`src/rtl/rv32i_alu_regfile_if.sv`:
```
// Bus between the CPU datapath control and the RV32I register file / ALU core.
// Master drives indices, write data, ALU operands and op select; slave returns read data, result and flags.
interface rv32i_alu_regfile_if;
   localparam int unsigned XLEN  = 32;
   localparam int unsigned IDX_W = 5;
   localparam int unsigned SEL_W = 4;

   logic             we;
   logic [IDX_W-1:0] rd;
   logic [XLEN-1:0]  indata;
   logic [IDX_W-1:0] rs1;
   logic [IDX_W-1:0] rs2;
   logic [XLEN-1:0]  outdata_rs1;
   logic [XLEN-1:0]  outdata_rs2;

   logic [XLEN-1:0]  a;
   logic [XLEN-1:0]  b;
   logic [SEL_W-1:0] selectop;
   logic [XLEN-1:0]  out;
   logic             neq;
   logic             eq;
   logic             lt;
   logic             ge;
   logic             ltu;
   logic             geu;
   logic             zerof;

   modport master (
      output we, rd, indata, rs1, rs2, a, b, selectop,
      input  outdata_rs1, outdata_rs2, out, neq, eq, lt, ge, ltu, geu, zerof
   );

   modport slave (
      input  we, rd, indata, rs1, rs2, a, b, selectop,
      output outdata_rs1, outdata_rs2, out, neq, eq, lt, ge, ltu, geu, zerof
   );
endinterface

```
`src/rtl/rv32i_alu_regfile.sv`:
```
// RV32I 32x32 register file (x0 hardwired to zero) plus combinational ALU with compare flags.
// Optional write-first read forwarding is enabled by defining RV32I_REGFILE_BYPASS_EN.
module rv32i_alu_regfile (
   input  logic                 sys_clk,
   input  logic                 sys_reset,
   rv32i_alu_regfile_if.slave   bus
);
   localparam int unsigned XLEN    = 32;
   localparam int unsigned NREGS   = 32;
   localparam int unsigned IDX_W   = 5;
   localparam int unsigned SHAMT_W = 5;

   logic [XLEN-1:0] regs_q [NREGS];
   logic [XLEN-1:0] regs_d [NREGS];
   logic            wr_en_c;

   assign wr_en_c = bus.we && (bus.rd != IDX_W'(0));

   // Next-state of the register array; x0 is never updated.
   always_comb begin
      regs_d = regs_q;
      if (wr_en_c) begin
         regs_d[bus.rd] = bus.indata;
      end
   end

   // Async reset clears the whole file; held reset also blocks writes.
   always_ff @(posedge sys_clk or negedge sys_reset) begin
      if (!sys_reset) begin
         for (int i = 0; i < int'(NREGS); i++) begin
            regs_q[i] <= '0;
         end
      end else begin
         regs_q <= regs_d;
      end
   end

   // Asynchronous read ports.
   always_comb begin
      bus.outdata_rs1 = '0;
      bus.outdata_rs2 = '0;
      if (bus.rs1 != IDX_W'(0)) begin
         bus.outdata_rs1 = regs_q[bus.rs1];
      end
      if (bus.rs2 != IDX_W'(0)) begin
         bus.outdata_rs2 = regs_q[bus.rs2];
      end
`ifdef RV32I_REGFILE_BYPASS_EN
      if (wr_en_c && (bus.rd == bus.rs1)) begin
         bus.outdata_rs1 = bus.indata;
      end
      if (wr_en_c && (bus.rd == bus.rs2)) begin
         bus.outdata_rs2 = bus.indata;
      end
`endif
   end

   logic [SHAMT_W-1:0] shamt_c;
   logic               slt_c;
   logic               sltu_c;

   assign shamt_c = bus.b[SHAMT_W-1:0];
   assign slt_c   = $signed(bus.a) < $signed(bus.b);
   assign sltu_c  = bus.a < bus.b;

   // ALU: funct7[5] only distinguishes ADD/SUB and SRL/SRA.
   always_comb begin
      bus.out = '0;
      unique case (bus.selectop[2:0])
         3'b000:  bus.out = bus.selectop[3] ? (bus.a - bus.b) : (bus.a + bus.b);
         3'b001:  bus.out = bus.a << shamt_c;
         3'b010:  bus.out = XLEN'(slt_c);
         3'b011:  bus.out = XLEN'(sltu_c);
         3'b100:  bus.out = bus.a ^ bus.b;
         3'b101:  bus.out = bus.selectop[3] ? XLEN'($signed(bus.a) >>> shamt_c)
                                            : (bus.a >> shamt_c);
         3'b110:  bus.out = bus.a | bus.b;
         3'b111:  bus.out = bus.a & bus.b;
         default: bus.out = '0;
      endcase
   end

   // Branch flags always compare a against b.
   always_comb begin
      bus.eq    = (bus.a == bus.b);
      bus.neq   = ~bus.eq;
      bus.lt    = slt_c;
      bus.ge    = ~slt_c;
      bus.ltu   = sltu_c;
      bus.geu   = ~sltu_c;
      bus.zerof = (bus.out == '0);
   end
endmodule

```
`src/flat_wrapper.sv`:
```
// flat-port wrapper written by rule: the top's interface ports become plain ports
module rv32i_alu_regfile_flat 
  (sys_clk, sys_reset, bus_we, bus_rd, bus_indata, bus_rs1, bus_rs2, bus_a, bus_b, bus_selectop, bus_outdata_rs1, bus_outdata_rs2, bus_out, bus_neq, bus_eq, bus_lt, bus_ge, bus_ltu, bus_geu, bus_zerof);
  rv32i_alu_regfile_if bus_i ();
  input  logic sys_clk;
  input  logic sys_reset;
  input wire logic [$bits(bus_i.we)-1:0] bus_we;
  input wire logic [$bits(bus_i.rd)-1:0] bus_rd;
  input wire logic [$bits(bus_i.indata)-1:0] bus_indata;
  input wire logic [$bits(bus_i.rs1)-1:0] bus_rs1;
  input wire logic [$bits(bus_i.rs2)-1:0] bus_rs2;
  input wire logic [$bits(bus_i.a)-1:0] bus_a;
  input wire logic [$bits(bus_i.b)-1:0] bus_b;
  input wire logic [$bits(bus_i.selectop)-1:0] bus_selectop;
  output wire logic [$bits(bus_i.outdata_rs1)-1:0] bus_outdata_rs1;
  output wire logic [$bits(bus_i.outdata_rs2)-1:0] bus_outdata_rs2;
  output wire logic [$bits(bus_i.out)-1:0] bus_out;
  output wire logic [$bits(bus_i.neq)-1:0] bus_neq;
  output wire logic [$bits(bus_i.eq)-1:0] bus_eq;
  output wire logic [$bits(bus_i.lt)-1:0] bus_lt;
  output wire logic [$bits(bus_i.ge)-1:0] bus_ge;
  output wire logic [$bits(bus_i.ltu)-1:0] bus_ltu;
  output wire logic [$bits(bus_i.geu)-1:0] bus_geu;
  output wire logic [$bits(bus_i.zerof)-1:0] bus_zerof;
  assign bus_i.we = bus_we;
  assign bus_i.rd = bus_rd;
  assign bus_i.indata = bus_indata;
  assign bus_i.rs1 = bus_rs1;
  assign bus_i.rs2 = bus_rs2;
  assign bus_i.a = bus_a;
  assign bus_i.b = bus_b;
  assign bus_i.selectop = bus_selectop;
  assign bus_outdata_rs1 = bus_i.outdata_rs1;
  assign bus_outdata_rs2 = bus_i.outdata_rs2;
  assign bus_out = bus_i.out;
  assign bus_neq = bus_i.neq;
  assign bus_eq = bus_i.eq;
  assign bus_lt = bus_i.lt;
  assign bus_ge = bus_i.ge;
  assign bus_ltu = bus_i.ltu;
  assign bus_geu = bus_i.geu;
  assign bus_zerof = bus_i.zerof;
  rv32i_alu_regfile u_core (.sys_clk(sys_clk), .sys_reset(sys_reset), .bus(bus_i));
endmodule
```
`config.mk`:
```
export PLATFORM = sky130hd
export DESIGN_NAME = rv32i_alu_regfile_flat
export DESIGN_NICKNAME = d
export VERILOG_FILES = /design/src/rtl/rv32i_alu_regfile_if.sv /design/src/rtl/rv32i_alu_regfile.sv /design/src/flat_wrapper.sv
export SDC_FILE = /design/constraint.sdc
export NUM_CORES = 2
export LEC_CHECK = 0
export BUFFER_PORTS_ARGS = -buffer_cell sky130_fd_sc_hd__buf_2
export CAP_MARGIN = 25
export CORE_ASPECT_RATIO = 1.5
export CORE_UTILIZATION = 42
export DETAILED_ROUTE_END_ITERATION = 10
export PLACE_DENSITY = 0.66
export SYNTH_ARGS = -nofsm -noshare
export SYNTH_HDL_FRONTEND = slang
export SYNTH_SLANG_ARGS = --single-unit
```
`constraint.sdc`:
```
create_clock -name sys_clk -period 12.69 [get_ports sys_clk]
set_input_delay 1.269 -clock sys_clk [delete_from_list [all_inputs] [get_ports sys_clk]]
set_output_delay 1.269 -clock sys_clk [all_outputs]
set_load 0.1 [all_outputs]
```
==> metrics.csv <==
stage,metric,value,unit
clock_tree,insertion_delay,0.69,ns
clock_tree,cts_buffer_depth,3,
worst_setup_path,path_buf_inv,4,
place,place_inst,6430,
sta,max_freq,0.128,GHz
job,cap_violations,0,
sta,setup_viol,0,
logic_synthesis,synth-adder-area-share,0.0198,
worst_setup_path,r2r_end,u_core.regs_q[799],
final_layout,layout_commonest_cell,dfrtp_1,
clock_tree,post_cts_resized,0,
drt,drt_wl_total,222,mm
logic_synthesis,synth_compound_area_frac,0.0577,
worst_setup_path,start_kind,primary input,
drt,vias_per_cell,6.64,
clock_tree,cts_buffers,91,
drt,drtAntennaViolNets,0,
power_and_ir_drop,peakVddDrop,0.000143,V
sta,skew,0,ns
global_route,antenna_found_initial,25,
logic_synthesis,muxShareOfSynthArea,0.434,
die,rows,174,
logic_synthesis,ys_ff_latch,1024,
die,ioPinCount,221,
place,dp_hpwl,139,mm
drt,drc,0,
final_layout,reg_top3,u_core.regs_q (1024),
final_layout,final_cell_mix,"1024 x dfrtp_1, 1007 x mux2_2, 659 x mux4_2, 217 x nor2_1, 210 x buf_2",
logic_synthesis,synth_flop_cell,dfrtp_1,
sta,slew_headroom,0.272,
logic_synthesis,syn-num-nets,4915,
outcome,status,"finished, final reports clean",
worst_setup_path,r2r.worst_path.cells,1,
logic_synthesis,async_flop_share,1.00,
die,die_y,478,um
global_route,grt_pass1_wl,325,mm
sta,post-route-period-util,0.616,
logic_synthesis,synth.yosys.seq_area_share,0.405,
clock_tree,post_cts_buffers,0,
place,io_buffers,220,
logic_synthesis,synthSimpleGateAreaFrac,0.0426,
sta,period_minus_slack,7.81,ns
worst_setup_path,cp_slowest_stage_delay,0.61,ns
final_layout,drive_gt1_frac,0.469,
clock_tree,path_clk_slew,0.06,ns
final_layout,area_delta_synth_final,9.13,%
power_and_ir_drop,leakage,29.8,nW
place,gp_congestion,1.07,
global_route,grtUsageTotal,0.293,
worst_setup_path,cpLargestDelayFamily,compound AO/OA/AOI/OAI gates,
logic_synthesis,synth_edf_count,0,
clock_tree,ctsHoldBuffers,0,
drt,vias,43900,
worst_setup_path,worstSetupPathType,primary input to output port,
drt,firstDrtPassIters,8,
worst_setup_path,slowest_stage,ha_1,
logic_synthesis,ys.warnings.count,0,
worst_setup_path,path_cells,buf_2 > buf_4 > inv_1 > ha_1 > nand2b_1 > o211ai_1 > a21oi_1 > a211oi_1 > o21ai_0 > a221oi_1 > o21ai_1 > xnor2_1 > o21ai_0 > nor4b_2 > nand4b_1 > nor3_2 > buf_2,
final_layout,nFillCells,13300,
clock_tree,cts_num_sinks,1024,
worst_setup_path,critPathArrivalTime,6.54,ns
logic_synthesis,synth_top_family_by_area,multiplexers,
logic_synthesis,syn_avg_cell_area,13.5,um^2
final_layout,instances_no_fill,6613,
logic_synthesis,ys_types,94,
sta,finalSetupTns,0,ns
worst_setup_path,crit_path_max_fanout,59,
hold_path,hold_path_depth,0,
clock_tree,ctsRootBufferMaster,clkbuf_16,
logic_synthesis,syn_area,63300,um^2
die,core,150000,um^2
die,die_w,319,um
global_route,grt_max_degree,188,
drt,routedWlPerCell,33.6,um
sta,tightest_slew,1.09,ns
logic_synthesis,synth_xor_area_frac,0.00346,
worst_setup_path,rr_startpoint,u_core.regs_q[799],
clock_tree,cts_tree,done,
power_and_ir_drop,p_per_area,150,nW/um^2
hold_path,worstHoldPathType,flop to flop,
global_route,grt_pass1_vias,45900,
final_layout,nNetsFinal,4813,
hold_path,hold_end,u_core.regs_q[1009],
final_layout,regMostFlops,u_core.regs_q,
sta,rsz0062_at_grt,false,
drt,drt_iter0_markers,4146,
worst_setup_path,worstPathRequired,11.42,ns
hold_path,min_from,u_core.regs_q[1009],
clock_tree,htreeDepth,3,
sta,report.final.hold_viol_count,0,
sta,final_max_slew_viol_count,0,
die,initial_core_util,0.423,
die,die_area,152000,um^2
global_route,grt-ovfl-total,0,
worst_setup_path,r2r_slack,11.89,ns
worst_setup_path,worstSetupEndpointType,output port,
final_layout,largest_reg_flops,1024,
logic_synthesis,syn-instance-count,4698,
## Yosys cell counts (7+ instances only)
cell type  instances  area (um^2)
nor3_1            34          170
a211oi_1          51          383
ha_1              97         1210
buf_1            116          435
nand3_1           32          160
or3_1              7         43.8
a221o_1           10          100
nor2_1           231          867
o21ai_0          132          661
a22oi_1           20          150
o22ai_1           19          119
a221oi_1          12          105
nor4_1            11         68.8
nand2b_1          15         93.8
o21bai_1          14          105
inv_1            102          383
a31oi_1           15         93.8
clkbuf_1         344         1290
dfrtp_1         1024        25600
and2_1             7         43.8
buf_2             31          155
nor2b_1           15         93.8
mux2_2          1007        11300
o31ai_1           12         90.1
a21oi_1          137          686
a21o_1            12         90.1
nand2_1          176          661
nand4_1            8         50.1
mux2i_1          119         1190
o21a_1            10         75.1
xnor2_1           22          193
mux4_2           659        14800
or2_2              8         50.1
o211ai_1          29          218
## stage by stage
step | hold slack [ns] | area (um^2) | setup WS [ns] | utilization | power (mW)
after detailed placement | 0.383 | 65800 | 5.00 | 0.440 | 7.43
after global routing | 0.410 | 69100 | 4.72 | 0.461 | 10.7
final | 0.395 | 69100 | 4.88 | 0.461 | 10.3
after floorplan | 0.441 | 63300 | 3.71 | - | 6.58
after CTS | 0.398 | 68900 | 4.99 | 0.460 | 10.4
after global placement | 0.376 | 65800 | 4.96 | 0.439 | 7.32
## layer usage
layer  wire length, um  global-route usage  vias up  part of all wire
met5               106                   0        -           0.00048
met4             14600               0.167       16             0.066
met3             14600              0.0447      599             0.066
met2            110000               0.491     2048              0.49
met1             83200               0.359    23400              0.37
li1                  -                   -    17800                 -
## final cells by class
type	instances	area, um^2	share of cell area
well taps	1936	2420	0.0350
flip-flops and latches	1024	25600	0.371
multi-input cells	3068	35600	0.514
clock buffers	133	2720	0.0394
repair buffers	307	2010	0.0291
clock inverters	32	380	0.00550
diodes	9	22.5	0.000326
inverters	104	390	0.00565
## power by group
group	internal (mW)	switching (mW)	total, mW	leakage [nW]
sequential	3.88	0.429	4.31	13.2
combinational	1.41	1.69	3.10	15.1
clock	1.65	1.28	2.93	1.54
## logic make-up (layout without fill, tap and decap cells)
logic type,after synthesis,count (layout)
other,0,9
AOI/OAI and AO/OA,558,558
muxes,1795,1795
and+or+nand+nor,591,591
adders and majority gates,99,99
DFF,1024,1024
xor gates and xnor gates,25,25
buffers and inverters,606,576
## worst max path at each step
stage | start | to | slack, ns | depth (start not counted)
floorplan | bus_b[2] | bus_ge | 3.71 | 15
global placement | bus_b[3] | bus_zerof | 4.96 | 17
detailed placement | bus_b[3] | bus_zerof | 5.00 | 17
CTS | bus_b[3] | bus_zerof | 4.99 | 17
global route | bus_b[3] | bus_zerof | 4.72 | 17
finish | bus_b[3] | bus_zerof | 4.88 | 17
Note: power is estimated with default switching activity, not from simulation.
